[src/rtl/hacd_pkg.sv]
// Shared packet types between the CPU write-stall stage and the hawk
// override controller.
`ifndef HACD_AXI4_ADDR_WIDTH
`define HACD_AXI4_ADDR_WIDTH 48
`endif

package hacd_pkg;

  localparam int HACD_ADDR_WIDTH = `HACD_AXI4_ADDR_WIDTH;

  // Request held by the stall stage: a 4KB host page waiting for clearance.
  typedef struct packed {
    logic        valid;
    logic [47:0] hppa;
  } cpu_reqpkt_t;

  // Grant pulse back to the stall stage plus the translated page address.
  typedef struct packed {
    logic                       allow_access;
    logic [HACD_ADDR_WIDTH-1:0] ppa;
  } hawk_cpu_ovrd_pkt_t;

endpackage

[src/rtl/hawk_cpu_ovrd_ctrl.sv]
// Hawk CPU override controller: translates the stalled host page through a
// small fully-associative cache, fetches missing mappings from the page
// engine, and issues a single grant pulse per stalled request.
module hawk_cpu_ovrd_ctrl
  import hacd_pkg::*;
#(
  parameter int ADDR_WIDTH  = hacd_pkg::HACD_ADDR_WIDTH,
  parameter int NUM_ENTRIES = 8,
  parameter int CNT_WIDTH   = 32
) (
  input  logic                     clk,
  input  logic                     rst,
  input  cpu_reqpkt_t              cpu_reqpkt,
  output hawk_cpu_ovrd_pkt_t       hawk_cpu_ovrd_pkt,
  input  logic                     hawk_inactive,
  output logic                     miss_req_valid,
  input  logic                     miss_req_ready,
  output logic [47:0]              miss_req_hppa,
  input  logic                     fill_valid,
  input  logic [47:0]              fill_hppa,
  input  logic [ADDR_WIDTH-13:0]   fill_ppa,
  input  logic                     inv_valid,
  input  logic [47:0]              inv_hppa,
  output logic [CNT_WIDTH-1:0]     hit_count,
  output logic [CNT_WIDTH-1:0]     miss_count
);

  localparam int PAGE_W = ADDR_WIDTH - 12;
  localparam int IDX_W  = $clog2(NUM_ENTRIES);

  typedef logic [IDX_W-1:0] idx_t;

  typedef enum logic [2:0] {
    IDLE,
    LOOKUP,
    MISS_REQ,
    MISS_WAIT,
    GRANT,
    DRAIN
  } state_t;

  state_t                  state;
  logic [47:0]             req_hppa_q;
  logic                    allow_q;
  logic [ADDR_WIDTH-1:0]   ppa_q;

  // Translation cache storage
  logic [NUM_ENTRIES-1:0]  ent_valid;
  logic [47:0]             ent_hppa [NUM_ENTRIES];
  logic [PAGE_W-1:0]       ent_ppa  [NUM_ENTRIES];
  idx_t                    rr_ptr;

  // Lookup and fill-placement results
  logic                    lkp_hit;
  logic [PAGE_W-1:0]       lkp_ppa;
  logic                    fill_match;
  idx_t                    fill_match_idx;
  logic                    free_found;
  idx_t                    free_idx;
  idx_t                    fill_idx;
  logic                    fill_use_rr;
  logic                    fill_write;
  logic                    fill_hit;

  // Compare the captured request against every valid entry; lowest index wins.
  always_comb begin
    // NOTE: every output of a combinational block gets a default before any
    // conditional assignment, otherwise the tool infers a latch to hold it.
    lkp_hit = 1'b0;
    lkp_ppa = '0;
    for (int i = 0; i < NUM_ENTRIES; i++) begin
      // NOTE: combinational logic uses blocking '=' so later statements see
      // the updated value; clocked state below uses non-blocking '<='.
      if (!lkp_hit && ent_valid[i] && (ent_hppa[i] == req_hppa_q)) begin
        lkp_hit = 1'b1;
        lkp_ppa = ent_ppa[i];
      end
    end
  end

  // Choose where an incoming fill lands: existing entry, free slot, or victim.
  always_comb begin
    fill_match     = 1'b0;
    fill_match_idx = '0;
    free_found     = 1'b0;
    free_idx       = '0;
    for (int i = 0; i < NUM_ENTRIES; i++) begin
      if (!fill_match && ent_valid[i] && (ent_hppa[i] == fill_hppa)) begin
        fill_match     = 1'b1;
        fill_match_idx = idx_t'(i);
      end
      if (!free_found && !ent_valid[i]) begin
        free_found = 1'b1;
        free_idx   = idx_t'(i);
      end
    end
    fill_use_rr = !fill_match && !free_found;
    fill_idx    = fill_match ? fill_match_idx : (free_found ? free_idx : rr_ptr);
    // An invalidate of the same page in the same cycle wins over the fill.
    fill_write  = fill_valid && !(inv_valid && (inv_hppa == fill_hppa));
    fill_hit    = fill_valid && (fill_hppa == req_hppa_q);
  end

  // Entry valid bits and replacement pointer; invalidates first, fill last.
  always_ff @(posedge clk) begin
    if (rst) begin
      ent_valid <= '0;
      rr_ptr    <= '0;
    end else begin
      for (int i = 0; i < NUM_ENTRIES; i++) begin
        if (inv_valid && ent_valid[i] && (ent_hppa[i] == inv_hppa)) begin
          ent_valid[i] <= 1'b0;
        end
      end
      if (fill_write) begin
        ent_valid[fill_idx] <= 1'b1;
        if (fill_use_rr) begin
          rr_ptr <= (rr_ptr == idx_t'(NUM_ENTRIES - 1)) ? '0 : rr_ptr + 1'b1;
        end
      end
    end
  end

  // Entry payload writes on installation.
  always_ff @(posedge clk) begin
    // NOTE: the payload array is deliberately left unreset; the valid bits
    // gate every use of it, so resetting it would only cost flop resets.
    if (fill_write) begin
      ent_hppa[fill_idx] <= fill_hppa;
      ent_ppa[fill_idx]  <= fill_ppa;
    end
  end

  // Request FSM with registered grant, miss request and statistics.
  always_ff @(posedge clk) begin
    if (rst) begin
      state          <= IDLE;
      req_hppa_q     <= '0;
      allow_q        <= 1'b0;
      ppa_q          <= '0;
      miss_req_valid <= 1'b0;
      miss_req_hppa  <= '0;
      hit_count      <= '0;
      miss_count     <= '0;
    end else begin
      allow_q <= 1'b0;
      if ((state != IDLE) && hawk_inactive) begin
        state          <= IDLE;
        miss_req_valid <= 1'b0;
      end else begin
        case (state)
          IDLE: begin
            if (cpu_reqpkt.valid && !hawk_inactive) begin
              req_hppa_q <= cpu_reqpkt.hppa;
              state      <= LOOKUP;
            end
          end
          LOOKUP: begin
            if (lkp_hit) begin
              ppa_q   <= {lkp_ppa, 12'h0};
              allow_q <= 1'b1;
              state   <= GRANT;
              if (hit_count != '1) hit_count <= hit_count + 1'b1;
            end else begin
              miss_req_valid <= 1'b1;
              miss_req_hppa  <= req_hppa_q;
              state          <= MISS_REQ;
              if (miss_count != '1) miss_count <= miss_count + 1'b1;
            end
          end
          MISS_REQ: begin
            if (fill_hit) begin
              miss_req_valid <= 1'b0;
              ppa_q          <= {fill_ppa, 12'h0};
              allow_q        <= 1'b1;
              state          <= GRANT;
            end else if (miss_req_ready) begin
              miss_req_valid <= 1'b0;
              state          <= MISS_WAIT;
            end
          end
          MISS_WAIT: begin
            if (fill_hit) begin
              ppa_q   <= {fill_ppa, 12'h0};
              allow_q <= 1'b1;
              state   <= GRANT;
            end
          end
          GRANT: begin
            state <= DRAIN;
          end
          DRAIN: begin
            if (!cpu_reqpkt.valid) state <= IDLE;
          end
          default: begin
            state <= IDLE;
          end
        endcase
      end
    end
  end

  assign hawk_cpu_ovrd_pkt = '{allow_access: allow_q, ppa: ppa_q};

endmodule

[config.mk]
export PLATFORM = sky130hd
export DESIGN_NAME = hawk_cpu_ovrd_ctrl
export DESIGN_NICKNAME = d
export VERILOG_FILES = /design/src/rtl/hacd_pkg.sv /design/src/rtl/hawk_cpu_ovrd_ctrl.sv
export SDC_FILE = /design/constraint.sdc
export NUM_CORES = 2
export LEC_CHECK = 0
export BUFFER_PORTS_ARGS = -buffer_cell sky130_fd_sc_hd__buf_4
export CAP_MARGIN = 20
export CORE_MARGIN = 3
export CORE_UTILIZATION = 40
export CTS_CLUSTER_SIZE = 20
export DETAILED_ROUTE_END_ITERATION = 16
export HOLD_SLACK_MARGIN = 0.05
export PLACE_DENSITY = 0.55
export SLEW_MARGIN = 0
export SYNTH_ARGS = -nofsm -noshare
export SYNTH_HDL_FRONTEND = slang
export SYNTH_SLANG_ARGS = --single-unit
[constraint.sdc]
create_clock -name clk -period 24.7 [get_ports clk]
set_input_delay 4.94 -clock clk [delete_from_list [all_inputs] [get_ports clk]]
set_output_delay 4.94 -clock clk [all_outputs]
set_load 0.02 [all_outputs]
# --- After elaboration in Yosys (flattened, before gate mapping) ---
# Memory sizes are Yosys's and may differ from the RTL's.
# Cells that the tools add are included.
totals:
  ff_bits: 224
  ramBits: 672
  inputBits: 187
  word_cells: 253
  memories: 2
classes:
  n_addsub: 3
  order_cmp: 2
  eq_ne: 41
  mux: 87
  n_bitwise: 3
  n_reduce_logical: 105
mem_list:
  columns: ["name", "words", "width", "read_ports", "rd_ports_with_merged_regs", "write_ports", "line", "text"]
  rows:
  - ["ent_hppa", 8, 48, 8, 0, 1, "hawk_cpu_ovrd_ctrl.sv:49", "logic [47:0] ent_hppa [NUM_ENTRIES];"]
  - ["ent_ppa", 8, 36, 8, 0, 1, "hawk_cpu_ovrd_ctrl.sv:50", "logic [PAGE_W-1:0] ent_ppa [NUM_ENTRIES];"]
ops:
  columns: ["op", "count"]
  rows:
  - ["48-bit equality test", 26]
  - ["36-bit 2-to-1 mux", 8]
  - ["48-bit 2-to-1 mux", 2]
  - ["48-bit case mux with 2 select lines", 1]
  - ["32-bit by 1-bit adder with 32-bit output, second input constant", 2]
  - ["32-bit != test, second input constant", 2]
  - ["3-bit 2-to-1 mux", 21]
  - ["1-bit logical AND", 60]
  - ["1-bit 2-to-1 mux", 50]
  - ["1-bit logical NOT", 31]
  - ["3-bit case mux with 6 select lines", 1]
  - ["4-bit AND reduction", 4]
  - ["2-bit != test, second input constant", 5]
  - ["3-bit equality test, second input constant", 3]
  - ["3-bit AND reduction", 3]
  - ["8-bit 2-to-1 mux", 1]
  - ["8-bit bitwise OR", 1]
  - ["3-bit by 2-bit equality test with 1-bit output, second input constant", 2]
  - ["3-bit by 4-bit < comparator with 1-bit output, second input constant", 1]
  - ["1-bit case mux with 2 select lines", 2]
  - ["2-bit nonzero test", 2]
  - ["2-bit OR reduction", 2]
  - ["3-bit by 1-bit adder with 3-bit output, second input constant", 1]
  - ["1-bit demux with 3-bit select", 1]
  - ["8 further kinds", 9]

# --- Longest topological paths before layout ---
# An unclocked memory read counts as a cell.
depth:
  depth_word: 39
  depth_mapped: 15
  mapped_depth_nobuf: 10

# --- Least setup slack after synthesis ---
# OpenSTA, ideal clock, no wires.
synth_timing:
  kind: "in2reg"
  from: "in fill_hppa[5]"
  to: "reg ent_valid[0]"
  setup_time_ns: 0.085
  arrival_ns: 13.589
  required_ns: 24.615
  path_slack_ns: 11.026
  cell_stages: 11
  n_path_buf: 1
  cell_sequence: "clkbuf_1 -> inv_1 -> a221o_1 -> nor4_1 -> nand4_1 -> nor3_1 -> or3_1 -> a31o_2 -> and2_1 -> nor3b_1 -> o21ba_2"
synth_via:
  elab_chain_cells: 38
  elab_cells_between_ends: 57
synth_rtl:
  columns: ["item", "line", "text"]
  rows:
  - ["start, declared", "hawk_cpu_ovrd_ctrl.sv:20", "input logic [47:0] fill_hppa,"]
  - ["48-bit equality test", "hawk_cpu_ovrd_ctrl.sv:88", "if (!fill_match && ent_valid[i] && (ent_hppa[i] == fill_hppa)) begin"]
  - ["1-bit logical AND", "hawk_cpu_ovrd_ctrl.sv:88", null]
  - ["1-bit 2-to-1 mux", "hawk_cpu_ovrd_ctrl.sv:88", null]
  - ["1-bit logical NOT", "hawk_cpu_ovrd_ctrl.sv:88", null]
  - ["1-bit logical AND (2 in a row)", "hawk_cpu_ovrd_ctrl.sv:88", null]
  - ["1-bit 2-to-1 mux", "hawk_cpu_ovrd_ctrl.sv:88", null]
  - ["1-bit logical NOT", "hawk_cpu_ovrd_ctrl.sv:88", null]
  - ["1-bit logical AND (2 in a row)", "hawk_cpu_ovrd_ctrl.sv:88", null]
  - ["(+20 left out)", null, null]
  - ["3-bit 2-to-1 mux / 1-bit 2-to-1 mux (equally long branches)", "hawk_cpu_ovrd_ctrl.sv:88", null]
  - ["3-bit 2-to-1 mux", "hawk_cpu_ovrd_ctrl.sv:98", "fill_idx = fill_match ? fill_match_idx : (free_found ? free_idx : rr_ptr);"]
  - ["3-bit by 4-bit < comparator with 1-bit output (not written as such) / 3-bit by 1-bit greater-or-equal comparator with 1-bit output (equally long branches)", "hawk_cpu_ovrd_ctrl.sv:116", "ent_valid[fill_idx] <= 1'b1;"]
  - ["1-bit logical AND (not written as such)", "hawk_cpu_ovrd_ctrl.sv:116", null]
  - ["1-bit 2-to-1 mux (not written as such)", "hawk_cpu_ovrd_ctrl.sv:116", null]
  - ["1-bit demux with 3-bit select", "hawk_cpu_ovrd_ctrl.sv:116", null]
  - ["8-bit bitwise OR (no source line)", null, null]
  - ["8-bit 2-to-1 mux (*)", "hawk_cpu_ovrd_ctrl.sv:115", "if (fill_write) begin"]
  - ["end signal, assigned", "hawk_cpu_ovrd_ctrl.sv:107", "ent_valid <= '0;"]
  - ["end signal, assigned by index", "hawk_cpu_ovrd_ctrl.sv:112", "ent_valid[i] <= 1'b0;"]
  - ["end signal, assigned by index", "hawk_cpu_ovrd_ctrl.sv:116", null]
  - ["end, declared", "hawk_cpu_ovrd_ctrl.sv:48", "logic [NUM_ENTRIES-1:0] ent_valid;"]
# Every way passes the cells marked *; elsewhere a longest branch is shown, timed or not.
# A chain may end at the register's enable or synchronous reset.

# --- Worst setup path in the final report ---
layout_timing:
  from: "in fill_hppa[47]"
  to: "mem ent_ppa[3][31] (netlist name), enable pin"
layout_via:
  elab_chain_cells: 32
  elab_cells_between_ends: 52
layout_rtl:
  columns: ["item", "line"]
  rows:
  - ["48-bit equality test", "hawk_cpu_ovrd_ctrl.sv:88"]
  - ["1-bit logical AND", "hawk_cpu_ovrd_ctrl.sv:88"]
  - ["1-bit 2-to-1 mux", "hawk_cpu_ovrd_ctrl.sv:88"]
  - ["1-bit logical NOT", "hawk_cpu_ovrd_ctrl.sv:88"]
  - ["1-bit logical AND (2 in a row)", "hawk_cpu_ovrd_ctrl.sv:88"]
  - ["1-bit 2-to-1 mux", "hawk_cpu_ovrd_ctrl.sv:88"]
  - ["1-bit logical NOT", "hawk_cpu_ovrd_ctrl.sv:88"]
  - ["1-bit logical AND (2 in a row)", "hawk_cpu_ovrd_ctrl.sv:88"]
  - ["(+12 left out)", null]
  - ["1-bit 2-to-1 mux", "hawk_cpu_ovrd_ctrl.sv:88"]
  - ["1-bit logical NOT", "hawk_cpu_ovrd_ctrl.sv:88"]
  - ["1-bit logical AND (2 in a row)", "hawk_cpu_ovrd_ctrl.sv:88"]
  - ["1-bit 2-to-1 mux", "hawk_cpu_ovrd_ctrl.sv:88"]
  - ["1-bit logical NOT", "hawk_cpu_ovrd_ctrl.sv:88"]
  - ["1-bit logical AND (2 in a row)", "hawk_cpu_ovrd_ctrl.sv:88"]
  - ["3-bit 2-to-1 mux / 1-bit 2-to-1 mux (equally long branches)", "hawk_cpu_ovrd_ctrl.sv:88"]
  - ["3-bit 2-to-1 mux", "hawk_cpu_ovrd_ctrl.sv:98"]
  - ["end, declared", "hawk_cpu_ovrd_ctrl.sv:50"]
# Parallel ways exist; a longest one is shown, timed or not.

==> flow_summary.ini <==
[status]
status = finished, final reports clean

[final_layout]
seqCellArea_um2 = 24400
multiInputGateArea_um2 = 20000
final_layout_size_suffix_gt1_frac = 0.144
areaGrowthSynthToFinish_pct = 16.1
fin_nets = 4486
fillCellCount = 10600

[detailed_routing]
drt-pass1-iter-count = 8
routed_wl_um = 236000
drtAntennaViolNets = 0
routedWlPerCell_um = 40.1
vias_per_cell = 6.29
vias = 37000
route.detailed.drc = 0
drt_iter0_drc = 5016

[power]
p_leak_nw = 18.5
p_clk_frac = 0.435
switching_share = 0.268
share_seq_of_total_power = 0.455
powerDensity_nw_per_um2 = 68.5
intPower_mw = 2.68
ir_worst_vdd_v = 0.0000567
power_switching_mw = 0.979
power_frac_comb = 0.110

[clock_tree]
cts_tree = built
clk_path_buf_depth = 3
cts.clk_slew.worst_paths_ps = 60
clock_sinks = 884
clk-insertion-delay-late_ps = 720
cts_buffers = 101
ctsHtreeMaxLevel = 3
post_cts_resized = 0
postCtsHoldBufs = 0
cts_setup_buffers = 0
cts_root_buffer = clkbuf_16

[logic_synthesis]
ys.flop_type = edfxtp_1
ys_types = 82
synth_commonest_cells = edfxtp_1 (672), xnor2_1 (672), xor2_1 (463), nor2_1 (218), dfxtp_1 (212)
yosysWarnings = 0
yosysTopAreaCell = edfxtp_1
synth_edf_count = 672
avgSynthCellArea_um2 = 11.4
synth.cell_area_um2 = 45900
netlist.area_leader.share = 0.439
seq_area_frac_synth = 0.532
synthTopCellsByArea = edfxtp_1 (44%), xnor2_1 (13%), dfxtp_1 (9.2%), xor2_1 (8.8%), nand4_1 (2.8%)
async_flop_share = 0
synth_seq_cells = 884
netlist_instances = 4024

[sta]
rsz0062_at_grt = false
tns_ps = 0
skew_ps = 59.5
min_period_over_period = 0.399
fin_crit_ps = 9860
setup_violations = 0
hold_slack_ps = 454
worstMarginPinSlew_ps = 1230
clock.fmax_ghz = 0.101
hold_viol_final = 0
maxSlewHeadroom = 0.170
maxSlewViolCount = 0

[worst_setup_path]
critPathLaunchType = primary input
crit_fanout = 58
crit_required_ps = 25010
slowest_delay_ps = 820
worst_setup_path_end_kind = register
r2r_slack_ps = 18910
cpMaxStageDelayCell = buf_4
path_cells = buf_4, xor2_1, nor4_1, nand4_1, nor3_1, a41o_1, or3_1, a21oi_1, nor3_1, nand4_1, inv_4, buf_4
crit_type = in2reg
arrival_ps = 10170

[die]
start_util = 0.405
die_area_um2 = 119000
fp-row-count = 123
ios = 349
die_h_um = 345
core_region_area_um2 = 113000
fp.dieW_um = 345

[place]
io_buffers = 336
place.gp.congestion = 1.04
dp_hpwl_um = 158000

[global_route]
grt_pass1_vias = 34800
grt_use_total = 0.388
grt_pass1_wl_um = 309000
antenna_found_initial = 11
gr-total-overflow = 0
grt_max_degree = 82

[run]
drv_cap = 0

[min_path]
hold_path_class = reg2reg
## final timing paths
| check | start | cells after the start | end |
|---|---|---|---|
| max | fill_hppa[47] | 12 | ent_ppa[3][31] |
| min | ppa_q[22] | 2 | ppa_q[22] |
| max reg2reg | ent_hppa[3][6] | 11 | ent_ppa[3][31] |
| min reg2reg | ppa_q[22] | 2 | ppa_q[22] |
## registers in the layout, indices dropped and copies added (netlist names)
register        cells
hit_count          32
miss_req_hppa      48
ent_ppa           288
ent_hppa          384
allow_q             1
miss_count         32
ppa_q              36
rr_ptr              3
state               3
ent_valid           8
req_hppa_q         48
miss_req_valid      1
## cell type report
cell class,count,area share
Inverter,123,0.00901
Antenna cell,7,0.000328
Multi-Input combinational cell,2777,0.374
Sequential cell,884,0.458
Clock inverter,70,0.0162
Tap cell,1500,0.0352
Clock buffer,119,0.0492
Timing Repair Buffer,408,0.0575
## per-stage QoR
stage / cells / area [µm²] / util / total power, mW / setup slack (ps)
2_1_floorplan: 4035 / 46000 / - / 1.87 / 11030
3_3_place_gp: 5692 / 49800 / 0.440 / 2.07 / 14360
3_5_place_dp: 5692 / 49800 / 0.440 / 2.07 / 14360
4_1_cts: 5881 / 53300 / 0.471 / 3.65 / 15090
5_1_grt: 5882 / 53300 / 0.471 / 3.73 / 14860
6_report: 5888 / 53300 / 0.471 / 3.65 / 14840
## metal layers
metal / vias up / part of all wire / track usage
met3: 841 / 0.13 / 0.136
met4: 4 / 0.086 / 0.272
met5: - / 0.00011 / 0
met1: 18400 / 0.38 / 0.495
li1: 15000 / - / -
met2: 2744 / 0.41 / 0.549
## cells in the final DEF, fill, tap and decap left out, types with 32 or more instances in the layout
master     instances
a221oi_1          48
buf_4            407
xor2_1           463
mux2i_1           61
nor4_1           163
inv_1            110
a22o_1            39
nor3_1            42
o21ai_0           32
nor2_1           217
dfxtp_1          197
clkbuf_16        101
nand3_1           95
edfxtp_1         672
nand2_1          209
nand4_1          204
nand2b_1          58
xnor2_1          672
a21oi_1          102
o31ai_1           35
and2_1            35
## kinds of logic after synthesis
| logic type | count (synthesis) | synth area share |
|---|---|---|
| flops | 884 | 0.532 |
| fa+ha+maj | 4 | 0.00109 |
| other cells | 1 | 0.0000816 |
| mux | 63 | 0.0138 |
| buf+inv | 374 | 0.0363 |
| simple gates | 1125 | 0.130 |
| compound gates | 438 | 0.0709 |
| xor+xnor | 1135 | 0.216 |
## power by group through the flow
stage               sequential [mW]  clock, mW  combinational, mW
finish                         1.66       1.59              0.403
detailed placement             1.69          0              0.383
floorplan                      1.68          0              0.198
global placement               1.69          0              0.383
global route                   1.66       1.66              0.405
CTS                            1.66       1.61              0.384
## critical path, delay by kind of cell
family / cells / cell delay [ps]
buffers and inverters: 3 / 1690
AO/OA/AOI/OAI: 2 / 430
XOR/XNOR: 1 / 140
AND/OR/NAND/NOR: 6 / 2840
(Power assumes the default switching activity.)
